**config.mk**
```make
export PLATFORM = sky130hd
export DESIGN_NAME = rob_retire
export DESIGN_NICKNAME = d
export VERILOG_FILES = /design/src/rtl/cpu_pkg.sv /design/src/rtl/rob_ptr.sv /design/src/rtl/rob_retire.sv
export SDC_FILE = /design/constraint.sdc
export NUM_CORES = 1
export LEC_CHECK = 0
export BUFFER_PORTS_ARGS = -buffer_cell sky130_fd_sc_hd__buf_2
export CORE_ASPECT_RATIO = 0.6
export CORE_MARGIN = 8
export CORE_UTILIZATION = 51
export CTS_CLUSTER_SIZE = 14
export DETAILED_ROUTE_END_ITERATION = 6
export MAX_ROUTING_LAYER = met4
export PLACE_DENSITY = 0.68
export SLEW_MARGIN = 15
export SYNTH_ARGS = -nofsm -noshare
export SYNTH_HDL_FRONTEND = slang
export SYNTH_SLANG_ARGS = --single-unit
```
**constraint.sdc**
```tcl
create_clock -name clk -period 4.3 [get_ports clk]
set_clock_uncertainty 0.05 [all_clocks]
set_input_delay 0.215 -clock clk [delete_from_list [all_inputs] [get_ports clk]]
set_output_delay 0.215 -clock clk [all_outputs]
set_load 0.01 [all_outputs]
```
**src/rtl/cpu_pkg.sv**
```systemverilog
// Shared CPU-core definitions for the rename/retire path.
// Holds register-file and ROB geometry, the ROB entry layout, and the
// rule that decides whether a retiring entry hands a register back to
// the free pool.
package cpu_pkg;

    localparam int ROB_DEPTH = 16;
    localparam int ROB_IDX_W = 4;
    localparam int PREG_W    = 6;
    localparam int AREG_W    = 5;

    localparam logic [6:0]        OPC_STORE = 7'b0100011;
    localparam logic [PREG_W-1:0] PREG_ZERO = '0;
    localparam logic [AREG_W-1:0] AREG_ZERO = '0;

    typedef struct packed {
        logic              valid;
        logic              done;
        logic              has_dest;
        logic [AREG_W-1:0] areg;
        logic [PREG_W-1:0] preg;
        logic [PREG_W-1:0] old_preg;
    } rob_entry_t;

    // x0 has no real mapping and p0 is permanently reserved, so neither
    // is ever returned to the free pool.
    function automatic logic need_free(input rob_entry_t e);
        return e.has_dest && (e.areg != AREG_ZERO) && (e.old_preg != PREG_ZERO);
    endfunction

endpackage

```
**src/rtl/rob_ptr.sv**
```systemverilog
// Wrap-bit circular pointer.
// Ports:
//   clk, rstn : clock and async active-low reset
//   i_inc     : advance the pointer by one this cycle
//   o_idx     : entry index (low IDX_W bits)
//   o_wrap    : wrap bit, toggles each time the index rolls over
//   o_ptr     : full {wrap, idx} value for occupancy arithmetic
module rob_ptr #(
    parameter int IDX_W = 4
) (
    input  logic             clk,
    input  logic             rstn,
    input  logic             i_inc,
    output logic [IDX_W-1:0] o_idx,
    output logic             o_wrap,
    output logic [IDX_W:0]   o_ptr
);

    logic [IDX_W:0] r_ptr;

    always_ff @(posedge clk or negedge rstn) begin
        if (!rstn) begin
            r_ptr <= '0;
        end else if (i_inc) begin
            r_ptr <= r_ptr + {{IDX_W{1'b0}}, 1'b1};
        end
    end

    assign o_idx  = r_ptr[IDX_W-1:0];
    assign o_wrap = r_ptr[IDX_W];
    assign o_ptr  = r_ptr;

endmodule

```
**src/rtl/rob_retire.sv**
```systemverilog
// In-order reorder buffer and retirement engine.
// Rename allocates at the tail, execute marks entries done out of order,
// and the head retires in order, releasing the displaced physical
// register over a valid/ready handshake and reporting the committed
// mapping to the architectural RAT.
// Ports:
//   clk, rstn                        : clock, async active-low reset
//   alloc_valid/has_dest/areg/preg/old_preg, alloc_ready, alloc_rob_idx
//                                    : allocation from rename
//   cpl_valid, cpl_rob_idx           : completion from execute
//   free_valid, free_preg, free_ready: release to the free pool
//   retire_valid/has_dest/areg/preg  : commit report to the RAT
//   rob_count                        : occupied entries
module rob_retire
    import cpu_pkg::*;
(
    input  logic                 clk,
    input  logic                 rstn,
    input  logic                 alloc_valid,
    input  logic                 alloc_has_dest,
    input  logic [AREG_W-1:0]    alloc_areg,
    input  logic [PREG_W-1:0]    alloc_preg,
    input  logic [PREG_W-1:0]    alloc_old_preg,
    output logic                 alloc_ready,
    output logic [ROB_IDX_W-1:0] alloc_rob_idx,
    input  logic                 cpl_valid,
    input  logic [ROB_IDX_W-1:0] cpl_rob_idx,
    output logic                 free_valid,
    output logic [PREG_W-1:0]    free_preg,
    input  logic                 free_ready,
    output logic                 retire_valid,
    output logic                 retire_has_dest,
    output logic [AREG_W-1:0]    retire_areg,
    output logic [PREG_W-1:0]    retire_preg,
    output logic [ROB_IDX_W:0]   rob_count
);

    rob_entry_t r_rob [ROB_DEPTH];

    logic [ROB_IDX_W-1:0] w_head_idx;
    logic [ROB_IDX_W-1:0] w_tail_idx;
    logic                 w_head_wrap;
    logic                 w_tail_wrap;
    logic [ROB_IDX_W:0]   w_head_ptr;
    logic [ROB_IDX_W:0]   w_tail_ptr;
    logic                 w_full;
    logic                 w_alloc_fire;
    logic                 w_cpl_fire;
    logic                 w_retirable;
    logic                 w_need_free;
    logic                 w_retire_fire;
    rob_entry_t           w_head;

    rob_ptr #(.IDX_W(ROB_IDX_W)) u_head_ptr (
        .clk    (clk),
        .rstn   (rstn),
        .i_inc  (w_retire_fire),
        .o_idx  (w_head_idx),
        .o_wrap (w_head_wrap),
        .o_ptr  (w_head_ptr)
    );

    rob_ptr #(.IDX_W(ROB_IDX_W)) u_tail_ptr (
        .clk    (clk),
        .rstn   (rstn),
        .i_inc  (w_alloc_fire),
        .o_idx  (w_tail_idx),
        .o_wrap (w_tail_wrap),
        .o_ptr  (w_tail_ptr)
    );

    assign w_full       = (w_head_idx == w_tail_idx) && (w_head_wrap != w_tail_wrap);
    assign rob_count    = w_tail_ptr - w_head_ptr;
    // Fullness comes from registered pointers only, so a retire in this
    // cycle frees the slot for the next cycle, not this one.
    assign alloc_ready  = !w_full;
    assign alloc_rob_idx = w_tail_idx;
    assign w_alloc_fire = alloc_valid && alloc_ready;

    // A completion racing the allocation of the same slot belongs to a
    // stale instruction and must not mark the new one done.
    assign w_cpl_fire = cpl_valid && r_rob[cpl_rob_idx].valid &&
                        !(w_alloc_fire && (cpl_rob_idx == w_tail_idx));

    assign w_head        = r_rob[w_head_idx];
    assign w_retirable   = w_head.valid && w_head.done;
    assign w_need_free   = need_free(w_head);
    assign w_retire_fire = w_retirable && (!w_need_free || free_ready);

    assign free_valid      = w_retirable && w_need_free;
    assign free_preg       = w_head.old_preg;
    assign retire_valid    = w_retire_fire;
    assign retire_has_dest = w_head.has_dest;
    assign retire_areg     = w_head.areg;
    assign retire_preg     = w_head.preg;

    // Update order matters: a late completion of the retiring head must
    // not leave a stale done bit behind, so the retire clear follows it.
    always_ff @(posedge clk or negedge rstn) begin
        if (!rstn) begin
            for (int i = 0; i < ROB_DEPTH; i++) begin
                r_rob[i] <= '0;
            end
        end else begin
            if (w_cpl_fire) begin
                r_rob[cpl_rob_idx].done <= 1'b1;
            end
            if (w_retire_fire) begin
                r_rob[w_head_idx].valid <= 1'b0;
                r_rob[w_head_idx].done  <= 1'b0;
            end
            if (w_alloc_fire) begin
                r_rob[w_tail_idx].valid    <= 1'b1;
                r_rob[w_tail_idx].done     <= 1'b0;
                r_rob[w_tail_idx].has_dest <= alloc_has_dest;
                r_rob[w_tail_idx].areg     <= alloc_areg;
                r_rob[w_tail_idx].preg     <= alloc_preg;
                r_rob[w_tail_idx].old_preg <= alloc_old_preg;
            end
        end
    end

endmodule
```
==> reports/results.ini, run 1 <==
[synth]
yosysWarnings = 0
ys_seq_area_share_pct = 53.50
syn_area_per_cell_um2 = 10.43
synth_top_area_share_pct = 53.50
synth_cells = 1480
synthesis.area_um2 = 15430
ys_seq_elements = 330
synth.area.top_cells = dfrtp_1, nand2_1, mux4_2, mux2_2, clkbuf_1
async_flop_share_pct = 100.0
synth.distinct_cells = 42
yosysTopAreaCell = dfrtp_1
syn-num-nets = 1520
synth_edf_count = 0
synth_top_flop_cell = dfrtp_1

[cells_and_area]
drive_gt1_share_pct = 20.84
fin_util_pct = 58.22
layout.cells.non_filler = 1953
final_nets = 1565
syn2layout_area_growth_pct = 12.63
stdcell_area_um2 = 17380
n_antenna_cell = 0

[route]
met2_wirelength_um = 19570
dr.pass1.iters = 5
drtIter0Drc = 1366
drc = 0
wire_per_inst_um = 23.19
drt-met1-wl_um = 20240
routed_via_density = 5.909
top_layer = met4
wl_met3_um = 4293
vias = 11540
wl_um = 45280
drtAntennaViolNets = 0

[setup_path]
cp.arrival_ns = 3.67
critPathLaunchType = flop
path_class = flop to output pin
worst-path-max-fanout = 38
endpoint_kind = output pin
cp.required_ns = 4.03

[power_and_ir_drop]
p_leak_nw = 8.532
p_per_area_nw_per_um2 = 816.4
clockPowerShare_pct = 19.9
p_comb_share_pct = 40.8
pwr-share-seq_pct = 39.3
finalPower_w = 0.01419
power_switching_share_pct = 37.42
ir_worst_vdd_mv = 0.4045
p_int_w = 0.008881
p_switching_w = 0.005310

[placed_design]
gp_congestion = 0.8671
placed_cells = 1881
placed_cell_area_um2 = 16140
port_buffers = 56
place.detailed.hpwl_um = 28550

[clocking]
cts_tree = built
htreeDepth = 1
numCtsBuffers = 30
clock_latency_ns = 0.57
cts_buffer_depth = 3
cts_sinks = 330
cts_root_buf = clkbuf_16
cts.repair.resized = 0
path_clk_slew_ns = 0.07

[sta]
slew_violations = 0
timing.setup.tns_ns = 0
fin_crit_ns = 3.935
slew_headroom_pct = 33.23
hold_viol_final = 0
worst_pin_slew_ns = 0.9954
fmaxAchievable_mhz = 254.1
period_share_pct = 91.52
rsz0062_at_grt = no
setup_viol = 0

[global_route]
grt_pass1_wl_um = 69660
antenna_found_initial = 0
grt_max_degree = 110
grt_pass1_vias = 11260
overflow = 0
grt_usage_pct = 25.94

[floorplan]
rows = 49
die_h_um = 150.8
core-area_um2 = 29860
die_w_um = 240.6
die_area_um2 = 36270
io_pins = 57
start_util_pct = 51.70

[run_status]
status = completed

[run]
maxCapViolations = 0

[worst_hold_path]
hp-class = primary input to flop

area by class of cell:
class / count / area, µm²
sequential: 330 / 8265
clock inverter: 8 / 115.1
tap: 408 / 510.5
fill: 2500 / 12470
inverter: 38 / 142.6
multi-input combinational: 1014 / 6623
clock buffer: 44 / 914.6
timing repair buffer: 111 / 813.3
power groups by stage:
stage / clock network (W) / registers (W) / logic [W]
finish: 0.00283 / 0.00558 / 0.00578
global route: 0.00299 / 0.00574 / 0.00626
CTS: 0.00286 / 0.00559 / 0.00570
detailed placement: 0 / 0.00561 / 0.00567
global placement: 0 / 0.00557 / 0.00550
floorplan: 0 / 0.00511 / 0.00417
worst paths after layout:
kind | start | slack, ns | cells past startpoint | to
setup / recovery | u_head_ptr.o_ptr[1] | 0.36 | 9 | free_valid
hold / removal | cpl_rob_idx[3] | 0.08 | 4 | r_rob[298]
setup reg to reg | u_head_ptr.o_ptr[1] | 0.83 | 8 | r_rob[118]
hold reg to reg | r_rob[90] | 0.42 | 2 | r_rob[90]
max in group asynchronous | rstn | 2.94 | 3 | r_rob[55]
min in group asynchronous | rstn | 0.20 | 2 | r_rob[229]
critical path: stages, from the launching register on:
cell	delay [ns]
dfrtp_4	0.84
mux4_2	0.42
a22oi_1	0.25
nand2_1	0.11
or4_1	0.52
o21a_1	0.35
buf_4	0.26
nand2_1	0.07
nor2_1	0.06
buf_2	0.15
what timing repair did:
item,CTS,global route
setup buffers,0,1
setup endpoints to repair,0,2
hold buffers,19,0
hold endpoints to repair,272,0
per-stage QoR:
stage          hold slack [ns]  setup slack [ns]
2_1_floorplan          -0.1306            0.6145
3_3_place_gp            0.2293            0.7275
3_5_place_dp            0.2245            0.6300
4_1_cts                0.04405           0.06831
5_1_grt                0.08327            0.1717
6_report               0.08296            0.3648
cell families after synthesis:
family / synth area share (%)
adders and majority gates: 1.102
DFF: 53.50
buffers and inverters: 3.632
and+or+nand+nor: 18.26
xor gates and xnor gates: 0.8512
AOI/OAI and AO/OA: 3.753
muxes: 18.90
cells in the final DEF (no fill, tap or decap), types with 12 or more instances in the layout:
cell type and count:
a22oi_1 22, nor3_1 12, dlygate4sd3_1 19, o21ai_0 26, buf_2 55, mux4_2 84
nand3_1 28, nor2_1 15, mux2_2 90, buf_4 31, dfrtp_1 328, nand2_1 635
a21oi_1 27, inv_1 26, clkbuf_16 31, ha_1 12
synth_stat cells, types with 10 or more instances:
cell / count
nor2_1: 15
clkbuf_1: 71
clkinv_1: 11
inv_1: 26
nand2_1: 635
a22oi_1: 22
dfrtp_1: 330
mux4_2: 84
mux2_2: 90
nand3_1: 28
ha_1: 12
nor3_1: 12
buf_2: 10
o21ai_0: 26
a21oi_1: 27
registers in the layout (all words and copies together) (netlist names):
signal / flops
r_rob: 320
u_head_ptr.o_ptr: 5
u_tail_ptr.o_ptr: 5
layer usage:
layer / GRT usage (%) / vias to the layer above
li1: - / 5018
met1: 37.29 / 5884
met2: 36.77 / 564
met3: 6.435 / 75
met4: 6.288 / 0
met5: - / -
No activity file was read; power rests on OpenSTA's default activity.
==> run 2: changes to the inputs <==
--- a/config.mk
+++ b/config.mk
@@ -5,6 +5,7 @@
 export SDC_FILE = /design/constraint.sdc
 export NUM_CORES = 1
 export LEC_CHECK = 0
+export ABC_AREA = 1
 export BUFFER_PORTS_ARGS = -buffer_cell sky130_fd_sc_hd__buf_2
 export CORE_ASPECT_RATIO = 0.6
 export CORE_MARGIN = 8
@@ -16,4 +17,5 @@
 export SLEW_MARGIN = 15
 export SYNTH_ARGS = -nofsm -noshare
 export SYNTH_HDL_FRONTEND = slang
+export SYNTH_HIERARCHICAL = 1
 export SYNTH_SLANG_ARGS = --single-unit
==> reports/results.ini, run 2 <==
[run_status]
status = completed

[synth]
syn-num-nets = 1947  ; +28%
yosysTopAreaCell = dfrtp_1
async_flop_share_pct = 100.0  ; unchanged
synth_cells = 1913  ; +29%
ys_seq_area_share_pct = 52.54  ; -0.96 points
synthesis.area_um2 = 15720  ; +1.8%
yosysWarnings = 6  ; +6
ys_seq_elements = 330  ; unchanged
synth_top_area_share_pct = 52.54  ; -0.96 points
synth_edf_count = 0  ; unchanged
yosys-top-cells-count = nand2_1, dfrtp_1, o21ai_0
synth.most_common_cell = nand2_1
synth.area.top_cells = dfrtp_1, nand2_1, o21ai_0, a22oi_1, inv_1
syn_area_per_cell_um2 = 8.216  ; -21%
synth_top_flop_cell = dfrtp_1
synth.distinct_cells = 41  ; -2.4%

[global_route]
overflow = 0  ; unchanged
grt_usage_pct = 24.79  ; -1.1 points
grt_max_degree = 157  ; +43%
antenna_found_initial = 1  ; +1
grt_pass1_vias = 12360  ; +9.8%
grt_pass1_wl_um = 72090  ; +3.5%

[setup_path]
cp_common_cell = nand2_1
worst-path-max-fanout = 36  ; -5.3%
endpoint_kind = output pin
critPathLaunchType = flop
cp_cell_sequence = inv_2, nand2_1, o22ai_1, o21ai_0, nand4_1, nor2_2, nand3_4, nand2_1, inv_1, buf_2
crit_path_max_incr_delay_ns = 0.59  ; -0.25 ns
cp.arrival_ns = 3.74  ; +0.07 ns
critPathBufInv = 3  ; +1
slowest_stage = dfrtp_2
path_class = flop to output pin
critical_path.top_delay_family = simple AND/OR/NAND/NOR gates
cp.required_ns = 4.03  ; about the same

[placed_design]
port_buffers = 56  ; unchanged
place.detailed.hpwl_um = 27310  ; -4.4%
gp_congestion = 0.9525  ; +9.8%
placed_cells = 2266  ; +20%

[floorplan]
die_area_um2 = 36870  ; +1.7%
die_w_um = 242.6  ; +0.85%
die_h_um = 152.0  ; +0.81%
io_pins = 57  ; unchanged
rows = 49  ; unchanged
start_util_pct = 52.10  ; +0.41 points
core-area_um2 = 30160  ; +1.0%

[route]
dr.pass1.iters = 6  ; +1
drc = 0  ; unchanged
wire_per_inst_um = 19.51  ; -16%
wl_um = 45290  ; about the same
routed_via_density = 5.682  ; -3.8%
drtIter0Drc = 1597  ; +17%
drtAntennaViolNets = 0  ; unchanged
vias = 13190  ; +14%

[sta]
slew_violations = 0  ; unchanged
worst_pin_slew_ns = 0.9389  ; -0.05647 ns
fin_crit_ns = 4.009  ; +0.07388 ns
setup_viol = 0  ; unchanged
slew_headroom_pct = 37.40  ; +4.2 points
hold_ws_ns = 0.06234  ; -0.02062 ns
fmaxAchievable_mhz = 249.4  ; -1.8%
timing.setup.tns_ns = 0  ; unchanged
hold_viol_final = 0  ; unchanged
rsz0062_at_grt = no
period_share_pct = 93.24  ; +1.7 points

[clocking]
path_clk_slew_ns = 0.07  ; about the same
cts_tree = built
clock_latency_ns = 0.58  ; about the same
numCtsBuffers = 31  ; +3.3%
htreeDepth = 1  ; unchanged
cts_sinks = 330  ; unchanged
cts_root_buf = clkbuf_16
cts_buffer_depth = 3  ; unchanged

[cells_and_area]
regMostFlops = r_rob
drive_gt1_share_pct = 8.944  ; -12 points
largest_reg_flops = 320  ; unchanged
final_cell_mix = nand2_1, dfrtp_1, o21ai_0, inv_1
n_fill_cell = 2816  ; +13%
multi_input_area_um2 = 6272  ; -5.3%
fin_util_pct = 56.52  ; -1.7 points
syn2layout_area_growth_pct = 8.487
regArea_um2 = 8260  ; about the same
layout.cells.non_filler = 2321  ; +19%
final_common_cell = nand2_1
final_nets = 1926  ; +23%

[power_and_ir_drop]
ir_worst_vdd_mv = 0.4328  ; +7.0%
p_per_area_nw_per_um2 = 794.2  ; -2.7%
p_leak_nw = 8.365  ; -2.0%

[worst_hold_path]
hp-class = primary input to asynchronous set/reset pin

[run]
maxCapViolations = 0  ; unchanged

run 2: cell count changes after synthesis, moves of 14 or more:
cell,delta
o21ai_0,+268
mux2_2,-90
mux4_2,-84
inv_1,+69
nand2_1,+60
nor2_1,+50
a22oi_1,+43
nand4_1,+37
buf_2,+32
buf_4,+18
o21ai_1,+17
o22ai_1,+14
run 2: cell type report:
type	instances	area share (%)
multi-input combinational	1331	36.79
antenna	1	0.01468
timing repair buffer	97	3.669
sequential	330	48.45
inverter	101	2.253
tap	408	2.994
clock inverter	9	0.7632
clock buffer	44	5.071
run 2: worst paths after layout:
check                                    start             endpoint  slack [ns]  depth (start not counted)
max                        u_head_ptr/o_ptr[0]         retire_valid        0.29                         10
min                                       rstn           r_rob[170]        0.06                          2
max reg2reg                u_head_ptr/o_ptr[0]  u_head_ptr/o_ptr[3]        0.85                         12
min reg2reg                         r_rob[263]           r_rob[263]        0.43                          2
max in group asynchronous                 rstn           r_rob[314]        2.91                          3
min in group clk                 alloc_preg[3]           r_rob[209]        0.07                          3
run 2: stage by stage:
stage               cell area, µm²  setup slack [ns]  total power [W]
CTS                          17040           0.09834          0.01352
finish                       17050            0.2909          0.01354
detailed placement           16040            0.6463          0.01071
global route                 17050           0.09187          0.01449
floorplan                    15720             1.832         0.009053
global placement             16040            0.7320          0.01054
run 2: power breakdown:
part	internal, W	leakage (nW)	switching (W)	total, W
clock network	0.00157	0.484	0.00120	0.00277
registers	0.00447	4.18	0.000911	0.00538
logic	0.00182	3.70	0.00357	0.00539
run 2: cells by family after synthesis:
family	Yosys count	synth area share, %
AO/OA/AOI/OAI	448	15.76
XOR/XNOR	17	0.9474
adder cells (fa/ha/maj)	7	0.6050
buffers and inverters	252	7.675
flip-flops	330	52.54
AND/OR/NAND/NOR	859	22.47
run 2: routing by layer:
layer / vias to the layer above / global-route usage [%] / wire, µm
li1: 6175 / - / -
met1: 6371 / 37.17 / 21480
met2: 560 / 33.85 / 18570
met3: 83 / 5.252 / 4144
met4: 0 / 5.891 / 1094
met5: - / - / 0
run 2: repair_timing:
| action | CTS | global route |
|---|---|---|
| hold buffers | 1 | 0 |
| setup endpoints to repair | 0 | 2 |
| resized for setup | 0 | 3 |
| hold endpoints to repair | 50 | 0 |
| setup buffers | 0 | 0 |
==> run 3: changes to the inputs <==
--- a/config.mk
+++ b/config.mk
@@ -12,10 +12,10 @@
 export CORE_UTILIZATION = 51
 export CTS_CLUSTER_SIZE = 14
 export DETAILED_ROUTE_END_ITERATION = 6
+export GPL_TIMING_DRIVEN = 0
 export MAX_ROUTING_LAYER = met4
 export PLACE_DENSITY = 0.68
 export SLEW_MARGIN = 15
 export SYNTH_ARGS = -nofsm -noshare
 export SYNTH_HDL_FRONTEND = slang
-export SYNTH_HIERARCHICAL = 1
 export SYNTH_SLANG_ARGS = --single-unit
==> reports/results.ini, run 3 <==
[run_status]
status = completed

[synth]
syn-num-nets = 2077  ; +6.7%
synth_edf_count = 0  ; unchanged
async_flop_share_pct = 100.0  ; unchanged
yosysTopAreaCell = dfrtp_1
syn_area_per_cell_um2 = 7.787  ; -5.2%
synth.most_common_cell = nand2_1
yosysWarnings = 0  ; -6
synth.distinct_cells = 31  ; -24%
ys_seq_elements = 330  ; unchanged
yosys-top-cells-count = nand2_1, o21ai_0, dfrtp_1
synth_top_area_share_pct = 52.06  ; -0.48 points
synth_top_flop_cell = dfrtp_1
synthesis.area_um2 = 15860  ; +0.93%
ys_seq_area_share_pct = 52.06  ; -0.48 points
synth.area.top_cells = dfrtp_1, nand2_1, o21ai_0, nor2_1, inv_1
synth_cells = 2037  ; +6.5%

[setup_path]
crit_path_start = u_head_ptr.o_ptr[1]
r2r_slack_ns = 0.04  ; -0.81 ns
path_class = flop to flop
critPathLaunchType = flop
worstReg2RegStart = u_head_ptr.o_ptr[1]
cp.arrival_ns = 4.65  ; +0.91 ns
r2r_cells = 12  ; unchanged
endpoint = r_rob[120]
cp.required_ns = 4.69  ; +0.66 ns
endpoint_kind = flop
regToRegEndpoint = r_rob[120]
worst-path-max-fanout = 12  ; -67%

[global_route]
overflow = 0  ; unchanged
grt_usage_pct = 35.15  ; +10 points
antenna_found_initial = 1  ; unchanged
grt_max_degree = 105  ; -33%
grt_pass1_vias = 14370  ; +16%
grt_pass1_wl_um = 95320  ; +32%

[cells_and_area]
syn2layout_area_growth_pct = 12.73
largest_reg_flops = 320  ; unchanged
final_common_cell = nand2_1
fin_util_pct = 57.86  ; +1.3 points
final_nets = 2172  ; +13%
stdcell_area_um2 = 17880  ; +4.9%
regMostFlops = r_rob
final_cell_mix = nand2_1, o21ai_0, dfrtp_1, nor2_1, inv_1
drive_gt1_share_pct = 8.488  ; -0.46 points

[power_and_ir_drop]
p_leak_nw = 8.890  ; +6.3%
p_per_area_nw_per_um2 = 827.9  ; +4.2%
ir_worst_vdd_mv = 0.4412  ; +1.9%

[route]
dr.pass1.iters = 6  ; unchanged
vias = 15730  ; +19%
wire_per_inst_um = 25.29  ; +30%
drtIter0Drc = 2459  ; +54%
drtAntennaViolNets = 0  ; unchanged
drc = 0  ; unchanged
wl_um = 65130  ; +44%
routed_via_density = 6.109  ; +7.5%

[worst_hold_path]
hp-class = primary input to flop

[clocking]
post-cts-setup-buffers = 0  ; unchanged
htreeDepth = 2  ; +1
cts_root_buf = clkbuf_16
cts_sinks = 330  ; unchanged
numCtsBuffers = 34  ; +9.7%
path_clk_slew_ns = 0.07  ; about the same
cts_buffer_depth = 3  ; unchanged
clock_latency_ns = 0.55  ; -0.03 ns
cts_tree = built

[floorplan]
rows = 50  ; +2.0%
start_util_pct = 51.33  ; -0.78 points
die_w_um = 243.7  ; +0.43%
die_h_um = 152.6  ; +0.42%
io_pins = 57  ; unchanged
die_area_um2 = 37190  ; +0.85%
core-area_um2 = 30900  ; +2.5%

[sta]
slew_headroom_pct = 17.01  ; -20 points
fin_crit_ns = 4.261  ; +0.2514 ns
setup_viol = 0  ; unchanged
fmaxAchievable_mhz = 234.7  ; -5.9%
period_share_pct = 99.08  ; +5.8 points
rsz0062_at_grt = no
slew_violations = 0  ; unchanged
hold_viol_final = 0  ; unchanged
worst_pin_slew_ns = 1.245  ; +0.3059 ns

[placed_design]
placed_cell_area_um2 = 16750  ; +4.4%
port_buffers = 55  ; -1.8%
place.detailed.hpwl_um = 43490  ; +59%
gp_congestion = 0.9887  ; +3.8%

[run]
maxCapViolations = 0  ; unchanged

==> run 3: changes by cell type after synthesis, moves of 19 or more <==
| cell | previous run | this run |
|---|---|---|
| nand2_1 | 695 | 590 |
| a22oi_1 | 65 | 8 |
| a21oi_1 | 40 | 14 |
| nor2_1 | 65 | 229 |
| nand3_1 | 29 | 53 |
| clkbuf_1 | 62 | 84 |
| o21ai_0 | 294 | 403 |
| inv_1 | 95 | 125 |
| nand4_1 | 42 | 23 |
==> run 3: layout make-up <==
type                            count  area [µm²]
Inverter                          130       488.0
Antenna cell                        3       7.507
Tap cell                          416       520.5
Sequential cell                   330        8258
Buffer                            149       684.4
Multi-Input combinational cell   1426        6432
Clock inverter                      8       43.79
Fill cell                        2911       13020
Clock buffer                       52        1050
Timing Repair Buffer               61       397.9
==> run 3: worst max-delay path, stage by stage (launching register included) <==
cell	delay, ns
dfrtp_1	0.51
inv_2	0.21
clkbuf_1	0.54
clkbuf_2	0.48
ha_1	0.21
nand4_1	0.12
nand2_1	0.24
inv_2	0.12
nand4_1	0.10
clkbuf_1	0.75
buf_2	0.57
nand2_1	0.11
o21ai_0	0.12
==> run 3: per-layer routing <==
layer / up-vias / wire length [µm] / GRT usage [%]
li1: 6760 / - / -
met1: 7575 / 26380 / 49.25
met2: 1195 / 25620 / 45.36
met3: 200 / 10250 / 12.54
met4: 0 / 2877 / 14.20
met5: - / 0 / -
==> run 3: how the worst min path moves through the flow <==
stage	start	endpoint	slack (ns)	cells past startpoint
6_report	alloc_old_preg[0]	r_rob[20]	0.006	3
5_1_grt	alloc_old_preg[3]	r_rob[103]	0.03	3
4_1_cts	alloc_old_preg[0]	r_rob[20]	0.006	3
3_5_place_dp	rstn	r_rob[258]	0.05	1
3_3_place_gp	r_rob[120]	r_rob[120]	0.41	2
2_1_floorplan	rstn	r_rob[0]	-0.13	0
==> run 3: kinds of logic after synthesis <==
family,synth area share [%]
AO/OA/AOI/OAI,16.41
adder cells (fa/ha/maj),1.073
XOR/XNOR,0.8282
AND/OR/NAND/NOR,22.24
buffers and inverters,7.391
flip-flops,52.06
==> run 3: repair_timing <==
item	CTS	global route
resized for setup	5	2
endpoints found under the hold margin	133	0
setup endpoints to repair	56	166
gates cloned	0	0
hold buffers	3	0
==> run 3: metrics by stage <==
stage	hold WS (ns)	std cells	TNS [ns]	setup slack, ns	total power (W)
6_report	0.005727	2575	0	0.03943	0.01480
5_1_grt	0.02999	2574	0	0.02025	0.01564
2_1_floorplan	-0.1306	2037	0	1.659	0.009118
4_1_cts	0.006384	2572	0	0.02709	0.01452
3_5_place_dp	0.04984	2511	-3.732	-0.2400	0.01156
3_3_place_gp	0.4096	2508	-1144.55	-3.491	0.01141
==> run 3: power by group <==
| group | internal, W | total, W | switching, W |
|---|---|---|---|
| sequential | 0.00446 | 0.00526 | 0.000796 |
| combinational | 0.00206 | 0.00656 | 0.00450 |
| clock | 0.00168 | 0.00299 | 0.00130 |
| total | 0.00821 | 0.0148 | 0.00659 |
